--- src/rtl/muldiv_unit.sv ---
// muldiv_unit: iterative RV64M mul/div; ports clk, rst, Start_E/MDOp_E/SrcA_E/SrcB_E/Flush_E in, Stall_MD/Done_MD/MDResult_E out
module muldiv_unit #(
  parameter int XLEN = 64
) (
  input  logic            clk,
  input  logic            rst,
  input  logic            Start_E,
  input  logic [2:0]      MDOp_E,
  input  logic [XLEN-1:0] SrcA_E,
  input  logic [XLEN-1:0] SrcB_E,
  input  logic            Flush_E,
  output logic            Stall_MD,
  output logic            Done_MD,
  output logic [XLEN-1:0] MDResult_E
);
  typedef enum logic [1:0] {IDLE, BUSY, DONE} state_t;
  state_t              state;
  logic [5:0]          cnt;
  logic [2:0]          op;
  logic                neg;
  logic [XLEN-1:0]     opb;
  logic [2*XLEN-1:0]   acc;
  logic                is_div, sgn_a, sgn_b, sa, sb, div0, ovf, ge;
  logic [XLEN-1:0]     abs_a, abs_b, fast_res, dq, dr, res;
  logic [XLEN:0]       msum, rsh, rdif;
  logic [2*XLEN-1:0]   acc_nx, prod;
  always_comb begin
    is_div   = MDOp_E[2];
    sgn_a    = is_div ? !MDOp_E[0] : MDOp_E != 3'b011;
    sgn_b    = is_div ? !MDOp_E[0] : !MDOp_E[1];
    sa       = sgn_a & SrcA_E[XLEN-1];
    sb       = sgn_b & SrcB_E[XLEN-1];
    abs_a    = sa ? -SrcA_E : SrcA_E;
    abs_b    = sb ? -SrcB_E : SrcB_E;
    div0     = is_div && SrcB_E == '0;
    ovf      = is_div && !MDOp_E[0] && SrcA_E == {1'b1, {(XLEN-1){1'b0}}} && &SrcB_E;
    fast_res = div0 ? (MDOp_E[1] ? SrcA_E : '1) : (MDOp_E[1] ? '0 : SrcA_E);
    msum     = {1'b0, acc[2*XLEN-1:XLEN]} + (acc[0] ? {1'b0, opb} : '0);
    rsh      = {acc[2*XLEN-1:XLEN], acc[XLEN-1]};
    ge       = rsh >= {1'b0, opb};
    rdif     = rsh - {1'b0, opb};
    acc_nx   = op[2] ? {ge ? rdif[XLEN-1:0] : rsh[XLEN-1:0], acc[XLEN-2:0], ge}
                     : {msum, acc[XLEN-1:1]};
    prod     = neg ? -acc_nx : acc_nx;
    dq       = neg ? -acc_nx[XLEN-1:0] : acc_nx[XLEN-1:0];
    dr       = neg ? -acc_nx[2*XLEN-1:XLEN] : acc_nx[2*XLEN-1:XLEN];
    res      = op[2] ? (op[1] ? dr : dq) : (op == 3'b000 ? prod[XLEN-1:0] : prod[2*XLEN-1:XLEN]);
  end
  assign Stall_MD = !rst && !Flush_E && (state == BUSY || (state == IDLE && Start_E));
  always_ff @(posedge clk or posedge rst) begin
    if (rst) begin
      state      <= IDLE;
      cnt        <= '0;
      op         <= '0;
      neg        <= 1'b0;
      opb        <= '0;
      acc        <= '0;
      Done_MD    <= 1'b0;
      MDResult_E <= '0;
    end else begin
      Done_MD <= 1'b0;
      if (Flush_E) state <= IDLE;
      else if (state == IDLE) begin
        if (Start_E) begin
          op  <= MDOp_E;
          neg <= (is_div && MDOp_E[1]) ? sa : sa ^ sb;
          opb <= abs_b;
          acc <= {{XLEN{1'b0}}, abs_a};
          cnt <= 6'd63;
          if (div0 || ovf) begin
            state      <= DONE;
            Done_MD    <= 1'b1;
            MDResult_E <= fast_res;
          end else state <= BUSY;
        end
      end else if (state == BUSY) begin
        acc <= acc_nx;
        cnt <= cnt - 6'd1;
        if (cnt == 6'd0) begin
          state      <= DONE;
          Done_MD    <= 1'b1;
          MDResult_E <= res;
        end
      end else state <= IDLE;
    end
  end
endmodule
--- config.mk ---
export PLATFORM = sky130hd
export DESIGN_NAME = muldiv_unit
export DESIGN_NICKNAME = d
export VERILOG_FILES = /design/src/rtl/muldiv_unit.sv
export SDC_FILE = /design/constraint.sdc
export NUM_CORES = 2
export LEC_CHECK = 0
export BUFFER_PORTS_ARGS = -buffer_cell sky130_fd_sc_hd__buf_2
export CAP_MARGIN = 10
export CORE_MARGIN = 2
export CORE_UTILIZATION = 50
export DETAILED_ROUTE_END_ITERATION = 6
export HOLD_SLACK_MARGIN = 0.06
export PLACE_DENSITY = 0.68
export SLEW_MARGIN = 20
export SYNTH_ARGS = -nofsm -noshare
export SYNTH_HDL_FRONTEND = slang
export SYNTH_SLANG_ARGS = --single-unit
--- constraint.sdc ---
create_clock -name clk -period 21.9 [get_ports clk]
set_input_delay 0 -clock clk [delete_from_list [all_inputs] [get_ports clk]]
set_output_delay 0 -clock clk [all_outputs]
set_load 0.03 [all_outputs]
# [Word-level counts from Yosys, hierarchy flattened]
# Cells that the tools add are included.
[word_totals] reg_bits=269 word_cells=93 output_inout_bits=66 input_bits=135
[classes] reduce_logical=25 n_eq_ne=7 mux=40 addsub=8 magnitude_cmp=1 bitwise=4
[op_table] cell="two-way mux 64 bit" count=17
[op_table] cell="two-way mux 128 bit" count=5
[op_table] cell="negation 64 bit" count=4
[op_table] cell="negation 128 bit" count=1
[op_table] cell="adder 64 x 64 -> 65 bit" count=1
[op_table] cell="greater-or-equal comparator 65 x 64 -> 1 bit" count=1
[op_table] cell="equality test 64 bit, second input constant" count=1
[op_table] cell="zero test 64 bit" count=1
[op_table] cell="AND reduction 64 bit" count=1
[op_table] cell="subtractor 64 bit" count=1
[op_table] cell="two-way mux 6 bit" count=3
[op_table] cell="two-way mux 2 bit" count=6
[op_table] cell="two-way mux 1 bit" count=9
[op_table] cell="logical AND 1 bit" count=8
[op_table] cell="zero test 6 bit" count=1
[op_table] cell="AND reduction 3 bit" count=2
[op_table] cell="subtractor 6 x 1 -> 6 bit, second input constant" count=1
[op_table] cell="AND reduction 5 bit" count=1
[op_table] cell="zero test 1 bit" count=4
[op_table] cell="inequality test 4 x 2 -> 1 bit, second input constant" count=1
[op_table] cell="nonzero test 2 bit" count=2
[op_table] cell="zero test 3 bit" count=1
[op_table] cell="inequality test 3 x 2 -> 1 bit, second input constant" count=1
[op_table] cell="inequality test 3 bit, second input constant" count=1
[op_table] cell="other kinds (9)" count=11

# [Longest topological paths before layout]
[logic_depth] word_depth=10 mapped_depth=28 mapped_depth_nobuf=23

# [Worst setup path before layout]
# Ideal clock, no wire load.
[synth_timing] kind="flip-flop to flip-flop" from="register op[2]" to="register MDResult_E[58]" setup_ns=0.121 slack_ns=15.942 t_arrival_ns=5.837 path_stages_with_launch=28 path_cell_list="dfrtp_1 -> buf_2 -> buf_4 -> buf_4 -> buf_4 -> buf_2 -> buf_2 -> buf_2 -> buf_4 -> buf_2 -> clkbuf_1 -> buf_2 -> buf_2 -> mux2i_1 -> ha_1 -> and3_1 -> o211ai_1 -> or2_2 -> or3_1 -> clkbuf_1 -> nor2_2 -> nand2_1 -> nor4b_1 -> nand4b_1 -> o31ai_1 -> xor2_1 -> a22oi_1 -> o22a_1"
[synth_between] elab_chain_cells=8 elab_cells_between_ends=14
[synth_rtl] item="start, declared" line="19" source="logic [2:0] op;"
[synth_rtl] item="start signal, assigned" line="65" source="op <= MDOp_E;"
[synth_rtl] item="two-way mux 128 bit" line="42" source="acc_nx = op[2] ? {ge ? rdif[XLEN-1:0] : rsh[XLEN-1:0], acc[XLEN-2:0], ge}"
[synth_rtl] item="negation 128 bit (tied with other cells)" line="44" source="prod = neg ? -acc_nx : acc_nx;"
[synth_rtl] item="two-way mux 128 bit (tied with other cells)" line="44"
[synth_rtl] item="two-way mux 64 bit" line="47" source="res = op[2] ? (op[1] ? dr : dq) : (op == 3'b000 ? prod[XLEN-1:0] : prod[2*XLEN-1:XLEN]);"
[synth_rtl] item="two-way mux 64 bit *" line="47"
[synth_rtl] item="two-way mux 64 bit *" line="79" source="if (cnt == 6'd0) begin"
[synth_rtl] item="two-way mux 64 bit *" line="76" source="end else if (state == BUSY) begin"
[synth_rtl] item="two-way mux 64 bit *" line="63" source="else if (state == IDLE) begin"
[synth_rtl] item="end signal, assigned" line="73" source="MDResult_E <= fast_res;"
[synth_rtl] item="end signal, assigned" line="82" source="MDResult_E <= res;"
[synth_rtl] item="end, declared" line="14" source="output logic [XLEN-1:0] MDResult_E"
# Mark *: on every way between the ends. The rest lies on a longest branch, timed or not. The select of a mux whose other input is x is not followed.
# A chain may end at the register's enable or synchronous reset.

# [Worst setup path after layout]
[layout_timing] from="register acc[0]" to="register MDResult_E[59]"
[layout_between] elab_chain_cells=10 elab_cells_between_ends=15
[layout_rtl] item="start, declared" line="22" source="logic [2*XLEN-1:0] acc;"
[layout_rtl] item="start signal, assigned" line="68" source="acc <= {{XLEN{1'b0}}, abs_a};"
[layout_rtl] item="start signal, assigned" line="77" source="acc <= acc_nx;"
[layout_rtl] item="two-way mux 64 bit" line="38" source="msum = {1'b0, acc[2*XLEN-1:XLEN]} + (acc[0] ? {1'b0, opb} : '0);"
[layout_rtl] item="adder 64 x 64 -> 65 bit" line="38"
[layout_rtl] item="two-way mux 128 bit *" line="42"
[layout_rtl] item="negation 128 bit / negation 64 bit (equally long branches)" line="44, 46"
[layout_rtl] item="two-way mux 128 bit / two-way mux 64 bit (equally long branches)" line="44, 46"
[layout_rtl] item="two-way mux 64 bit" line="47"
[layout_rtl] item="two-way mux 64 bit *" line="47"
[layout_rtl] item="two-way mux 64 bit *" line="79"
[layout_rtl] item="two-way mux 64 bit *" line="76"
[layout_rtl] item="two-way mux 64 bit *" line="63"
# Marked as above.

==> flow_summary_export.csv <==
group,metric,value,unit
placement,dpl.cell_count,5160,
cells_and_area,areaGrowthSynthToFinish,13.77,%
power_and_ir_drop,comb_power_share,69.2,%
sta,fin_tns_setup,0,ns
cells_and_area,fill_cells,5974,
grt,antenna_found_initial,20,
clock_tree,clock_path_buffers,3,
detailed_routing,vias,37137,
setup_path,crit_path_end_kind,"flop",
logic_synthesis,synth_common_cells,"nand2_1, nor2_1, o21ai_0",
detailed_routing,antenna_left,0,
power_and_ir_drop,p_per_area,141.5,mW/mm^2
logic_synthesis,synthTopCellsByArea,"dfrtp_1, o21ai_0, nand2_1",
setup_path,worst-endpoint-required,22.38,ns
logic_synthesis,yosysWarnings,0,
clock_tree,ctsHoldBuffers,164,
power_and_ir_drop,power_frac_seq,17.9,%
logic_synthesis,async_flop_share,100.0,%
logic_synthesis,syn_area_per_cell,7.238,sq um
detailed_routing,viasPerCell,6.875,
logic_synthesis,ys.flop_type,"dfrtp_1",
hold_path,hold_class,"in2reg",
logic_synthesis,yosysMostFrequentCell,"nand2_1",
sta,finClkSkew,0.02433,ns
sta,worstMarginPinSlew,1.103,ns
grt,grt_pass1_wl,224.6,mm
clock_tree,cts_tree,"built",
outcome,violations,"DRC",
clock_tree,cts_buffers,38,
setup_path,crit_fanout,63,
clock_tree,htree_levels,2,
floorplan,core,0.06194,sq mm
setup_path,arrival,8.40,ns
clock_tree,worstSkewPairLatency,0.60,ns
grt,grt-ovfl-total,0,
outcome,status,"finished, violations left",
setup_path,cp-start-kind,"flop",
logic_synthesis,netlist_area,0.03145,sq mm
floorplan,ios,201,
sta,period_share,36.18,%
logic_synthesis,ys_ff_latch,269,
floorplan,num_rows,91,
setup_path,path_class,"reg2reg",
placement,port_buffers,200,
clock_tree,cts.clk_slew.worst_paths,0.06,ns
clock_tree,root_buffer,"clkbuf_16",
detailed_routing,route.detailed.drc,48,
clock_tree,clock_sinks,269,
sta,fmax,126.2,MHz
placement,dp_hpwl,117.2,mm
sta,finalCriticalPeriod,7.924,ns
cells_and_area,fin_util,57.77,%
logic_synthesis,yosys.area.top_type,"dfrtp_1",
floorplan,die_h,254.8,microns
logic_synthesis,synthCells,4345,
grt,track_usage,46.25,%
run,cap_violations,0,
power_and_ir_drop,vdd_ir_drop_max,0.07547,mV
clock_tree,cts_setup_buffers,0,
power_and_ir_drop,power.net_switching,2.930,mW
logic_synthesis,synth_nets,4617,
logic_synthesis,synth_top_area_share,21.40,%
grt,grt_max_degree,190,
clock_tree,cts_resized,0,
power_and_ir_drop,p_int,2.131,mW
logic_synthesis,ys_seq_area_share,21.40,%
cells_and_area,fin_nets,4799,
cells_and_area,final_cell_count_no_fill,5402,
detailed_routing,drt_iter0_markers,5586,
sta,max_slew_margin,25.96,%
detailed_routing,drt-total-wl,153.7,mm
sta,holdWs,0.1398,ns
detailed_routing,wl_per_cell,28.45,microns
sta,rsz0062_at_grt,"no",
power_and_ir_drop,p_leak,15.05,nW
grt,grt_pass1_vias,34017,
sta,maxSlewViolCount,0,
floorplan,fp.dieW,254.8,microns
sta,finalHoldViolCount,0,
sta,setup_violations,0,
placement,post-place-ws,14.58,ns
logic_synthesis,synth.distinct_cells,120,
sta,fin_ws,13.98,ns
detailed_routing,dr.pass1.iters,7,
logic_synthesis,synth_edf_count,0,
cells_and_area,final_layout_size_suffix_gt1_share,9.906,%
placement,gp_congestion,1.034,
power_and_ir_drop,sw_frac_of_total,57.89,%
floorplan,die_area,0.06492,sq mm
power_and_ir_drop,pwr-share-clk,12.8,%
floorplan,initial_core_util,50.78,%
worst max-delay path, stage by stage (launching register included):
cell	delay, ns
dfrtp_1	0.47
inv_2	0.07
buf_4	0.56
nor2_1	0.15
ha_1	0.56
nand4_1	0.23
or3_1	0.44
nand3b_1	0.28
a211oi_1	0.91
o31ai_1	0.33
xnor2_1	0.20
o21ai_0	0.64
nand4_1	0.51
nor4_1	0.96
nand4_1	0.38
o31a_1	0.45
xnor2_1	0.25
o221a_1	0.23
a21oi_1	0.06
layer usage:
layer	part of all wire [%]	global-route usage, %	wire length (microns)
met5	0.18	1.805	270
met4	5.0	19.43	7696
met3	14	16.31	21260
met2	41	65.57	62440
met1	40	63.11	62020
power groups by stage:
| stage | logic, mW | registers [mW] | clock network (mW) |
|---|---|---|---|
| finish | 3.50 | 0.908 | 0.650 |
| global placement | 3.32 | 0.885 | 0 |
| CTS | 3.36 | 0.884 | 0.649 |
| global route | 3.70 | 0.915 | 0.669 |
| detailed placement | 3.32 | 0.890 | 0 |
| floorplan | 2.18 | 0.890 | 0 |
cell families after synthesis:
group           Yosys count  share of synthesized area, %
xor+xnor                310                         8.633
flops                   269                         21.40
compound gates         1520                         31.60
buf+inv                 420                         5.550
fa+ha+maj               137                         5.498
simple gates           1591                         24.13
mux                      98                         3.183
final cells by class:
cell class,count,area (sq um),share of cell area (%)
diodes,12,30.03,0.08392
multi-input cells,3656,23050,64.43
repair buffers,428,3136,8.763
inverters,134,510.5,1.427
well taps,837,1047,2.927
flip-flops and latches,269,6740,18.84
clock inverters,17,200.2,0.5595
clock buffers,49,1062,2.969
stage by stage:
| stage | power [mW] | area, sq um |
|---|---|---|
| floorplan | 3.068 | 31450 |
| global placement | 4.210 | 32830 |
| detailed placement | 4.205 | 32840 |
| CTS | 4.893 | 35740 |
| global route | 5.286 | 35770 |
| finish | 5.062 | 35780 |
placed cells by master, fill, tap and decap left out, types with 21 or more instances in the layout:
master         instances
a211oi_1              54
a21o_1               109
a21oi_1              352
a221oi_1              79
a22o_1                25
a31oi_1               42
and2_1                33
and3_1                46
buf_2                200
buf_4                 63
clkbuf_16             38
dfrtp_1              266
dlygate4sd3_1        164
ha_1                 135
inv_1                130
mux2i_1               82
nand2_1              521
nand2b_1              21
nand3_1               87
nand4_1              101
nor2_1               427
nor2b_1               23
nor3_1               111
nor4_1                36
o211ai_1              33
o21a_1                35
o21ai_0              416
o21ai_1               23
o21bai_1              21
o22ai_1               34
o31ai_1               50
or2_2                 21
or3_1                 59
xnor2_1              181
xor2_1               129
flip-flops by register name, summed over array words and instances, names as in the netlist:
register    cells
Done_MD         1
MDResult_E     64
acc           128
cnt             6
neg             1
op              3
opb            64
state           2
final timing paths:
| kind | from | endpoint | slack, ns | depth (start not counted) |
|---|---|---|---|---|
| setup / recovery | acc[0] | MDResult_E[59] | 13.98 | 18 |
| hold / removal | SrcB_E[9] | opb[9] | 0.14 | 3 |
| setup reg to reg | acc[0] | MDResult_E[59] | 13.98 | 18 |
| hold reg to reg | opb[40] | opb[40] | 0.48 | 2 |
| max in group asynchronous | rst | MDResult_E[50] | 20.15 | 4 |
| min in group asynchronous | rst | op[1] | 0.15 | 3 |
(Power assumes the default switching activity.)
